$ cat src/rtl/lightning_seq_pkg.sv
`default_nettype none
// ============================================================================
//  Module      : lightning_seq_pkg
//  Description : Shared types and constants for the model layer sequencers.
//  Revision    : 1.0 - initial release
// ============================================================================
package lightning_seq_pkg;

    typedef enum logic [2:0] {
        S_IDLE       = 3'd0,
        S_ARM        = 3'd1,
        S_WAIT_VALID = 3'd2,
        S_STREAM     = 3'd3,
        S_WAIT_ACK   = 3'd4,
        S_NEXT       = 3'd5,
        S_DONE       = 3'd6
    } seq_state_t;

    localparam logic [2:0] c_layer_none = 3'b000;
    localparam logic [2:0] c_layer_l1   = 3'b001;
    localparam logic [2:0] c_layer_l2   = 3'b010;
    localparam logic [2:0] c_layer_l3   = 3'b100;

    localparam logic [1:0] c_err_none     = 2'd0;
    localparam logic [1:0] c_err_mismatch = 2'd1;
    localparam logic [1:0] c_err_timeout  = 2'd2;
    localparam logic [1:0] c_err_abort    = 2'd3;

    // One-hot advance to the following layer.
    function automatic logic [2:0] layer_advance(input logic [2:0] layer_now);
        return {layer_now[1:0], 1'b0};
    endfunction

endpackage : lightning_seq_pkg
`default_nettype wire

$ cat src/rtl/seq_beat_counter.sv
`default_nettype none
// ============================================================================
//  Module      : seq_beat_counter
//  Description : Clearable saturating counter with compare-to-limit flag.
//  Revision    : 1.0 - initial release
// ============================================================================
module seq_beat_counter #(
    parameter int CNT_W = 16
) (
    input  logic             clk,
    input  logic             rst,
    input  logic             i_clear,
    input  logic             i_enable,
    input  logic [CNT_W-1:0] i_limit,
    output logic [CNT_W-1:0] o_count,
    output logic             o_match
);

    localparam logic [CNT_W-1:0] c_cnt_max = '1;

    logic [CNT_W-1:0] r_count;

    always_ff @(posedge clk) begin
        if (rst || i_clear) begin
            r_count <= '0;
        end else if (i_enable && (r_count != c_cnt_max)) begin
            r_count <= r_count + 1'b1;
        end
    end

    // A saturated count no longer represents a true tally, so it never matches.
    assign o_count = r_count;
    assign o_match = (r_count == i_limit) && (r_count != c_cnt_max);

endmodule : seq_beat_counter
`default_nettype wire

$ cat src/rtl/lenet_layer_sequencer.sv
`default_nettype none
// ============================================================================
//  Module      : lenet_layer_sequencer
//  Description : Walks the weight reader through LeNet layers 1-3 per inference.
//  Revision    : 1.0 - initial release
// ============================================================================
module lenet_layer_sequencer
    import lightning_seq_pkg::*;
#(
    parameter int PREAMBLE_CYCLE_LENGTH = 10,
    parameter int LAYER1_CYCLES         = 14700,
    parameter int LAYER2_CYCLES         = 1900,
    parameter int LAYER3_CYCLES         = 70,
    parameter int TIMEOUT_CYCLES        = 65535,
    parameter int CNT_W                 = 16
) (
    input  logic             clk,
    input  logic             rst,
    input  logic             start,
    input  logic             abort,
    input  logic             weight_valid,
    input  logic             layer_ack,
    output logic [2:0]       layer,
    output logic             state_changed,
    output logic             busy,
    output logic             done,
    output logic             err,
    output logic [1:0]       err_code,
    output logic [CNT_W-1:0] beat_count
);

    localparam logic [CNT_W-1:0] c_exp_l1  = CNT_W'(PREAMBLE_CYCLE_LENGTH + LAYER1_CYCLES);
    localparam logic [CNT_W-1:0] c_exp_l2  = CNT_W'(PREAMBLE_CYCLE_LENGTH + LAYER2_CYCLES);
    localparam logic [CNT_W-1:0] c_exp_l3  = CNT_W'(PREAMBLE_CYCLE_LENGTH + LAYER3_CYCLES);
    localparam logic [CNT_W-1:0] c_timeout = CNT_W'(TIMEOUT_CYCLES);
    localparam logic [CNT_W-1:0] c_cnt_max = '1;

    seq_state_t       r_state;
    seq_state_t       w_state_next;
    logic [2:0]       r_layer;
    logic [2:0]       w_layer_next;
    logic             r_state_changed;
    logic             r_busy;
    logic             r_done;
    logic             r_err;
    logic             w_err_next;
    logic [1:0]       r_err_code;
    logic [1:0]       w_err_code_next;
    logic [CNT_W-1:0] r_beat_count;
    logic [CNT_W-1:0] w_beat_count_next;

    logic             w_beat_clr;
    logic             w_beat_en;
    logic [CNT_W-1:0] w_beat_cnt;
    logic             w_beat_match;
    logic [CNT_W-1:0] w_expected;

    logic             w_tmr_clr;
    logic             w_tmr_en;
    logic [CNT_W-1:0] w_tmr_cnt;
    logic             w_tmr_match;
    logic             w_timeout;

    seq_beat_counter #(
        .CNT_W (CNT_W)
    ) u_beat_cnt (
        .clk      (clk),
        .rst      (rst),
        .i_clear  (w_beat_clr),
        .i_enable (w_beat_en),
        .i_limit  (w_expected),
        .o_count  (w_beat_cnt),
        .o_match  (w_beat_match)
    );

    seq_beat_counter #(
        .CNT_W (CNT_W)
    ) u_timeout_cnt (
        .clk      (clk),
        .rst      (rst),
        .i_clear  (w_tmr_clr),
        .i_enable (w_tmr_en),
        .i_limit  (c_timeout),
        .o_count  (w_tmr_cnt),
        .o_match  (w_tmr_match)
    );

    // A saturated timer means the limit sits at the counter ceiling.
    assign w_timeout = w_tmr_match || (w_tmr_cnt == c_cnt_max);

    always_comb begin
        w_expected = c_exp_l1;
        case (r_layer)
            c_layer_l2: w_expected = c_exp_l2;
            c_layer_l3: w_expected = c_exp_l3;
            default:    w_expected = c_exp_l1;
        endcase
    end

    always_ff @(posedge clk) begin
        if (rst) begin
            r_state         <= S_IDLE;
            r_layer         <= c_layer_none;
            r_state_changed <= 1'b0;
            r_busy          <= 1'b0;
            r_done          <= 1'b0;
            r_err           <= 1'b0;
            r_err_code      <= c_err_none;
            r_beat_count    <= '0;
        end else begin
            r_state         <= w_state_next;
            r_layer         <= w_layer_next;
            r_state_changed <= (w_state_next == S_ARM);
            r_busy          <= (w_state_next != S_IDLE);
            r_done          <= (w_state_next == S_DONE);
            r_err           <= w_err_next;
            r_err_code      <= w_err_code_next;
            r_beat_count    <= w_beat_count_next;
        end
    end

    always_comb begin
        w_state_next      = r_state;
        w_layer_next      = r_layer;
        w_err_next        = r_err;
        w_err_code_next   = r_err_code;
        w_beat_count_next = r_beat_count;
        w_beat_clr        = 1'b0;
        w_beat_en         = 1'b0;
        w_tmr_clr         = 1'b0;
        w_tmr_en          = 1'b0;

        case (r_state)
            S_IDLE: begin
                if (start) begin
                    w_state_next    = S_ARM;
                    w_layer_next    = c_layer_l1;
                    w_err_next      = 1'b0;
                    w_err_code_next = c_err_none;
                end
            end
            S_ARM: begin
                w_state_next = S_WAIT_VALID;
                w_beat_clr   = 1'b1;
                w_tmr_clr    = 1'b1;
            end
            S_WAIT_VALID: begin
                w_tmr_en = 1'b1;
                if (weight_valid) begin
                    w_state_next = S_STREAM;
                    w_beat_en    = 1'b1;
                    w_tmr_clr    = 1'b1;
                end else if (w_timeout) begin
                    w_state_next    = S_IDLE;
                    w_layer_next    = c_layer_none;
                    w_err_next      = 1'b1;
                    w_err_code_next = c_err_timeout;
                end
            end
            S_STREAM: begin
                // Every beat is progress, so the wait timer restarts per beat.
                w_tmr_en = 1'b1;
                if (weight_valid) begin
                    w_beat_en = 1'b1;
                    w_tmr_clr = 1'b1;
                end else begin
                    w_state_next      = S_WAIT_ACK;
                    w_beat_count_next = w_beat_cnt;
                    w_tmr_clr         = 1'b1;
                    if (!w_beat_match) begin
                        w_err_next      = 1'b1;
                        w_err_code_next = c_err_mismatch;
                    end
                end
            end
            S_WAIT_ACK: begin
                w_tmr_en = 1'b1;
                if (layer_ack) begin
                    w_state_next = S_NEXT;
                end else if (w_timeout) begin
                    w_state_next    = S_IDLE;
                    w_layer_next    = c_layer_none;
                    w_err_next      = 1'b1;
                    w_err_code_next = c_err_timeout;
                end
            end
            S_NEXT: begin
                if (r_layer == c_layer_l3) begin
                    w_state_next = S_DONE;
                end else begin
                    w_state_next = S_ARM;
                    w_layer_next = layer_advance(r_layer);
                end
            end
            S_DONE: begin
                w_state_next = S_IDLE;
                w_layer_next = c_layer_none;
            end
            default: begin
                w_state_next = S_IDLE;
                w_layer_next = c_layer_none;
            end
        endcase

        // Abort overrides whatever the active state decided this cycle.
        if (abort && (r_state != S_IDLE)) begin
            w_state_next    = S_IDLE;
            w_layer_next    = c_layer_none;
            w_err_next      = 1'b1;
            w_err_code_next = c_err_abort;
        end
    end

    assign layer         = r_layer;
    assign state_changed = r_state_changed;
    assign busy          = r_busy;
    assign done          = r_done;
    assign err           = r_err;
    assign err_code      = r_err_code;
    assign beat_count    = r_beat_count;

endmodule : lenet_layer_sequencer
`default_nettype wire

$ cat config.mk
export PLATFORM = sky130hd
export DESIGN_NAME = lenet_layer_sequencer
export DESIGN_NICKNAME = d
export VERILOG_FILES = /design/src/rtl/lightning_seq_pkg.sv /design/src/rtl/seq_beat_counter.sv /design/src/rtl/lenet_layer_sequencer.sv
export SDC_FILE = /design/constraint.sdc
export NUM_CORES = 1
export LEC_CHECK = 0
export CAP_MARGIN = 20
export CORE_ASPECT_RATIO = 1.5
export CORE_MARGIN = 5
export CORE_UTILIZATION = 45
export DETAILED_ROUTE_END_ITERATION = 8
export GPL_TIMING_DRIVEN = 0
export PLACE_DENSITY_LB_ADDON = 0.25
export SYNTH_ARGS = -nofsm -noshare
export SYNTH_HDL_FRONTEND = slang
export SYNTH_SLANG_ARGS = --single-unit
$ cat constraint.sdc
create_clock -name clk -period 2.8 [get_ports clk]
set_input_delay 0.42 -clock clk [delete_from_list [all_inputs] [get_ports clk]]
set_output_delay 0.42 -clock clk [all_outputs]
set_load 0.02 [all_outputs]
==> results.py <==
metrics = {
    "placement": {
        "port_buffers": 28,
        "dpl_cell_area_sq_um": 3480,
        "routabilityCongestion": 0.874,
        "dp_hpwl_microns": 5540,
    },
    "route": {
        "vias": 2736,
        "drtIter0Drc": 160,
        "drcViolationCount": 0,
        "first_pass_iters": 4,
        "vias_per_cell": 5.53,
        "wirelength_microns": 7380,
        "final_antenna_net_count": 0,
        "routedWlPerCell_microns": 14.9,
    },
    "power_and_ir_drop": {
        "power.share.switching_pct": 26.0,
        "internal-power_mw": 1.46,
        "leakagePower_nw": 1.20,
        "clkPwrFrac_pct": 44.0,
        "cellPowerDensity_nw_per_um2": 534,
        "seqPwrFrac_pct": 45.2,
        "p_switching_mw": 0.513,
        "combPwrFrac_pct": 10.9,
        "ir_drop_mv": 0.299,
    },
    "sta": {
        "fin_tns_setup_ps": 0,
        "slew_viol_final": 0,
        "rsz0062_at_grt": "false",
        "hold_ws_ps": 454,
        "hold_violations": 0,
        "period_needed_ps": 2030,
        "tightestPinTransition_ps": 701,
        "setup_viol_count_final": 0,
        "skew_ps": 11.8,
        "fmax_mhz": 492,
        "fin_crit_sh_pct": 72.6,
        "relSlewSlack_pct": 52.9,
    },
    "clock_network": {
        "numCtsBuffers": 9,
        "cts_hold_buf": 0,
        "ctsResizeCount": 0,
        "cts.sinks": 60,
        "cts_setup_buffers": 0,
        "root_buffer": "clkbuf_8",
        "clk_pin_slew_ps": 80,
        "insertion_delay_ps": 350,
        "cts_tree": "yes",
        "cts_htree_levels": 3,
        "clockBufferDepth": 2,
    },
    "synth": {
        "synth_edf_count": 0,
        "ys_ff_latch": 60,
        "synth_common_cells": "dfxtp_1, nand2_1, nor2_1",
        "synth_area_sq_um": 3100,
        "synth-async-reset-ratio_pct": 0,
        "synth_area_per_cell_sq_um": 8.31,
        "seq_area_frac_synth_pct": 38.7,
        "synthFlopType": "dfxtp_1",
        "synthMostInstantiatedCell": "dfxtp_1",
        "yosys.cell_types.count": 57,
        "yosysWarnings": 0,
        "yosys.area.top_type": "dfxtp_1",
        "netlist_top_cells_area": "dfxtp_1, xnor2_1, nand2_1, nor2_1, a21oi_1",
        "netlist_instances": 373,
        "yosys.area.top_type_share_pct": 38.7,
        "synth_nets": 381,
    },
    "cells_and_area": {
        "antennaDiodeCount": 0,
        "design_area_sq_um": 3690,
        "drive_gt1_share_pct": 11.0,
        "finalNetCount": 420,
        "areaGrowthSynthToFinish_pct": 19.2,
    },
    "setup_path": {
        "worstSetupPathType": "reg2reg",
        "cp_slowest_cell": "a2111oi_4",
        "cp.arrival_ps": 2250,
        "path_cells": "ha_1, and3_1, and4_1, buf_2, a2111oi_4, xnor2_1, nor2_1",
        "startpoint_type": "flip-flop",
        "path_buf_inv": 1,
        "rrSetupSlack_ps": 770,
        "worstPathRequired_ps": 3020,
        "endpoint_kind": "flip-flop",
        "worstPathMaxFanout": 10,
        "slowest_delay_ps": 410,
        "crit_family": "simple AND/OR/NAND/NOR gates",
    },
    "die": {
        "die_x_microns": 77.8,
        "initial_utilization_pct": 45.6,
        "core_sq_um": 6810,
        "ios": 31,
        "die_h_microns": 112,
        "row_count": 37,
        "die_area_sq_um": 8680,
    },
    "status": {
        "status": "finished clean",
    },
    "global_routing": {
        "first_global_vias": 2715,
        "grt_pass1_wl_microns": 12400,
        "grt_max_degree": 12,
        "overflow": 0,
        "grt_usage_pct": 17.5,
        "antenna_found_initial": 0,
    },
    "run": {
        "maxCapViolCount": 0,
    },
    "min_path": {
        "worstHoldPathType": "reg2reg",
    },
}
## worst paths after layout
check                                      from  depth (start not counted)                            endpoint
max          u_beat_cnt.o_count[0]$_SDFFE_PP0P_                          7  u_beat_cnt.o_count[9]$_SDFFE_PP0P_
min                 beat_count[11]$_SDFFE_PP0P_                          2         beat_count[11]$_SDFFE_PP0P_
max reg2reg  u_beat_cnt.o_count[0]$_SDFFE_PP0P_                          7  u_beat_cnt.o_count[9]$_SDFFE_PP0P_
min reg2reg         beat_count[11]$_SDFFE_PP0P_                          2         beat_count[11]$_SDFFE_PP0P_
## metrics by stage
stage	setup slack, ps	instances	util (%)	power [mW]
after global routing	640	495	54.3	2.05
after detailed placement	468	479	51.1	1.12
final	767	495	54.3	1.97
after global placement	510	479	51.1	1.12
after floorplan	987	373	-	1.06
after CTS	793	495	54.3	1.98
## cell type report
| cell class | instances | area (sq um) |
|---|---|---|
| Tap cell | 78 | 97.6 |
| Sequential cell | 60 | 1200 |
| Fill cell | 657 | 3110 |
| Timing Repair Buffer | 28 | 280 |
| Clock buffer | 10 | 128 |
| Buffer | 19 | 88.8 |
| Inverter | 11 | 41.3 |
| Multi-Input combinational cell | 283 | 1770 |
| Clock inverter | 6 | 88.8 |
## state kept, by name, summed over array words and instances, names as in the netlist
| signal | cells |
|---|---|
| state_changed | 1 |
| done | 1 |
| err | 1 |
| layer | 3 |
| beat_count | 16 |
| u_timeout_cnt.o_count | 16 |
| busy | 1 |
| u_beat_cnt.o_count | 16 |
| err_code | 2 |
| r_state | 3 |
## power by group through the flow
stage               sequential [mW]  combinational, mW  clock [mW]
finish                        0.890              0.214       0.867
global route                  0.893              0.237       0.920
CTS                           0.890              0.216       0.878
detailed placement            0.910              0.215           0
global placement              0.910              0.213           0
floorplan                     0.921              0.135           0
## worst reg2reg max path, cell delays in order (launching register included)
cell and delay (ps):
dfxtp_1 380, ha_1 260, and3_1 240, and4_1 210, buf_2 200, a2111oi_4 410, xnor2_1 160, nor2_1 50
## layout by cell type (no fill, tap or decap), types with 4 or more instances in the layout
cell type and n:
a211oi_1 9, a21oi_1 32, and3_1 5, buf_2 8, clkbuf_1 11, clkbuf_8 9, clkdlybuf4s50_1 28, dfxtp_1 60
inv_1 11, nand2_1 49, nand3_1 10, nand4_1 7, nor2_1 46, nor2b_1 4, nor3_1 8, nor4_1 8
o21ai_0 8, or2_2 4, xnor2_1 31
## cells by family (layout without fill, tap and decap cells)
| logic type | Yosys count | after routing | synth area share, % |
|---|---|---|---|
| XOR/XNOR | 31 | 31 | 8.76 |
| AO/OA/AOI/OAI | 77 | 77 | 17.5 |
| multiplexers | 2 | 2 | 0.646 |
| flip-flops | 60 | 60 | 38.7 |
| adder cells (fa/ha/maj) | 2 | 2 | 0.807 |
| AND/OR/NAND/NOR | 171 | 171 | 29.3 |
| buffers and inverters | 30 | 74 | 4.20 |
## routing by layer
metal | GRT usage [%] | vias to the layer above | routed length, microns
met4 | 7.22 | 0 | 140
met3 | 3.64 | 15 | 209
li1 | - | 1399 | -
met5 | 0 | - | 0
met1 | 17.3 | 1277 | 2890
met2 | 33.9 | 45 | 4130
Power figures use the tool's default switching activity.
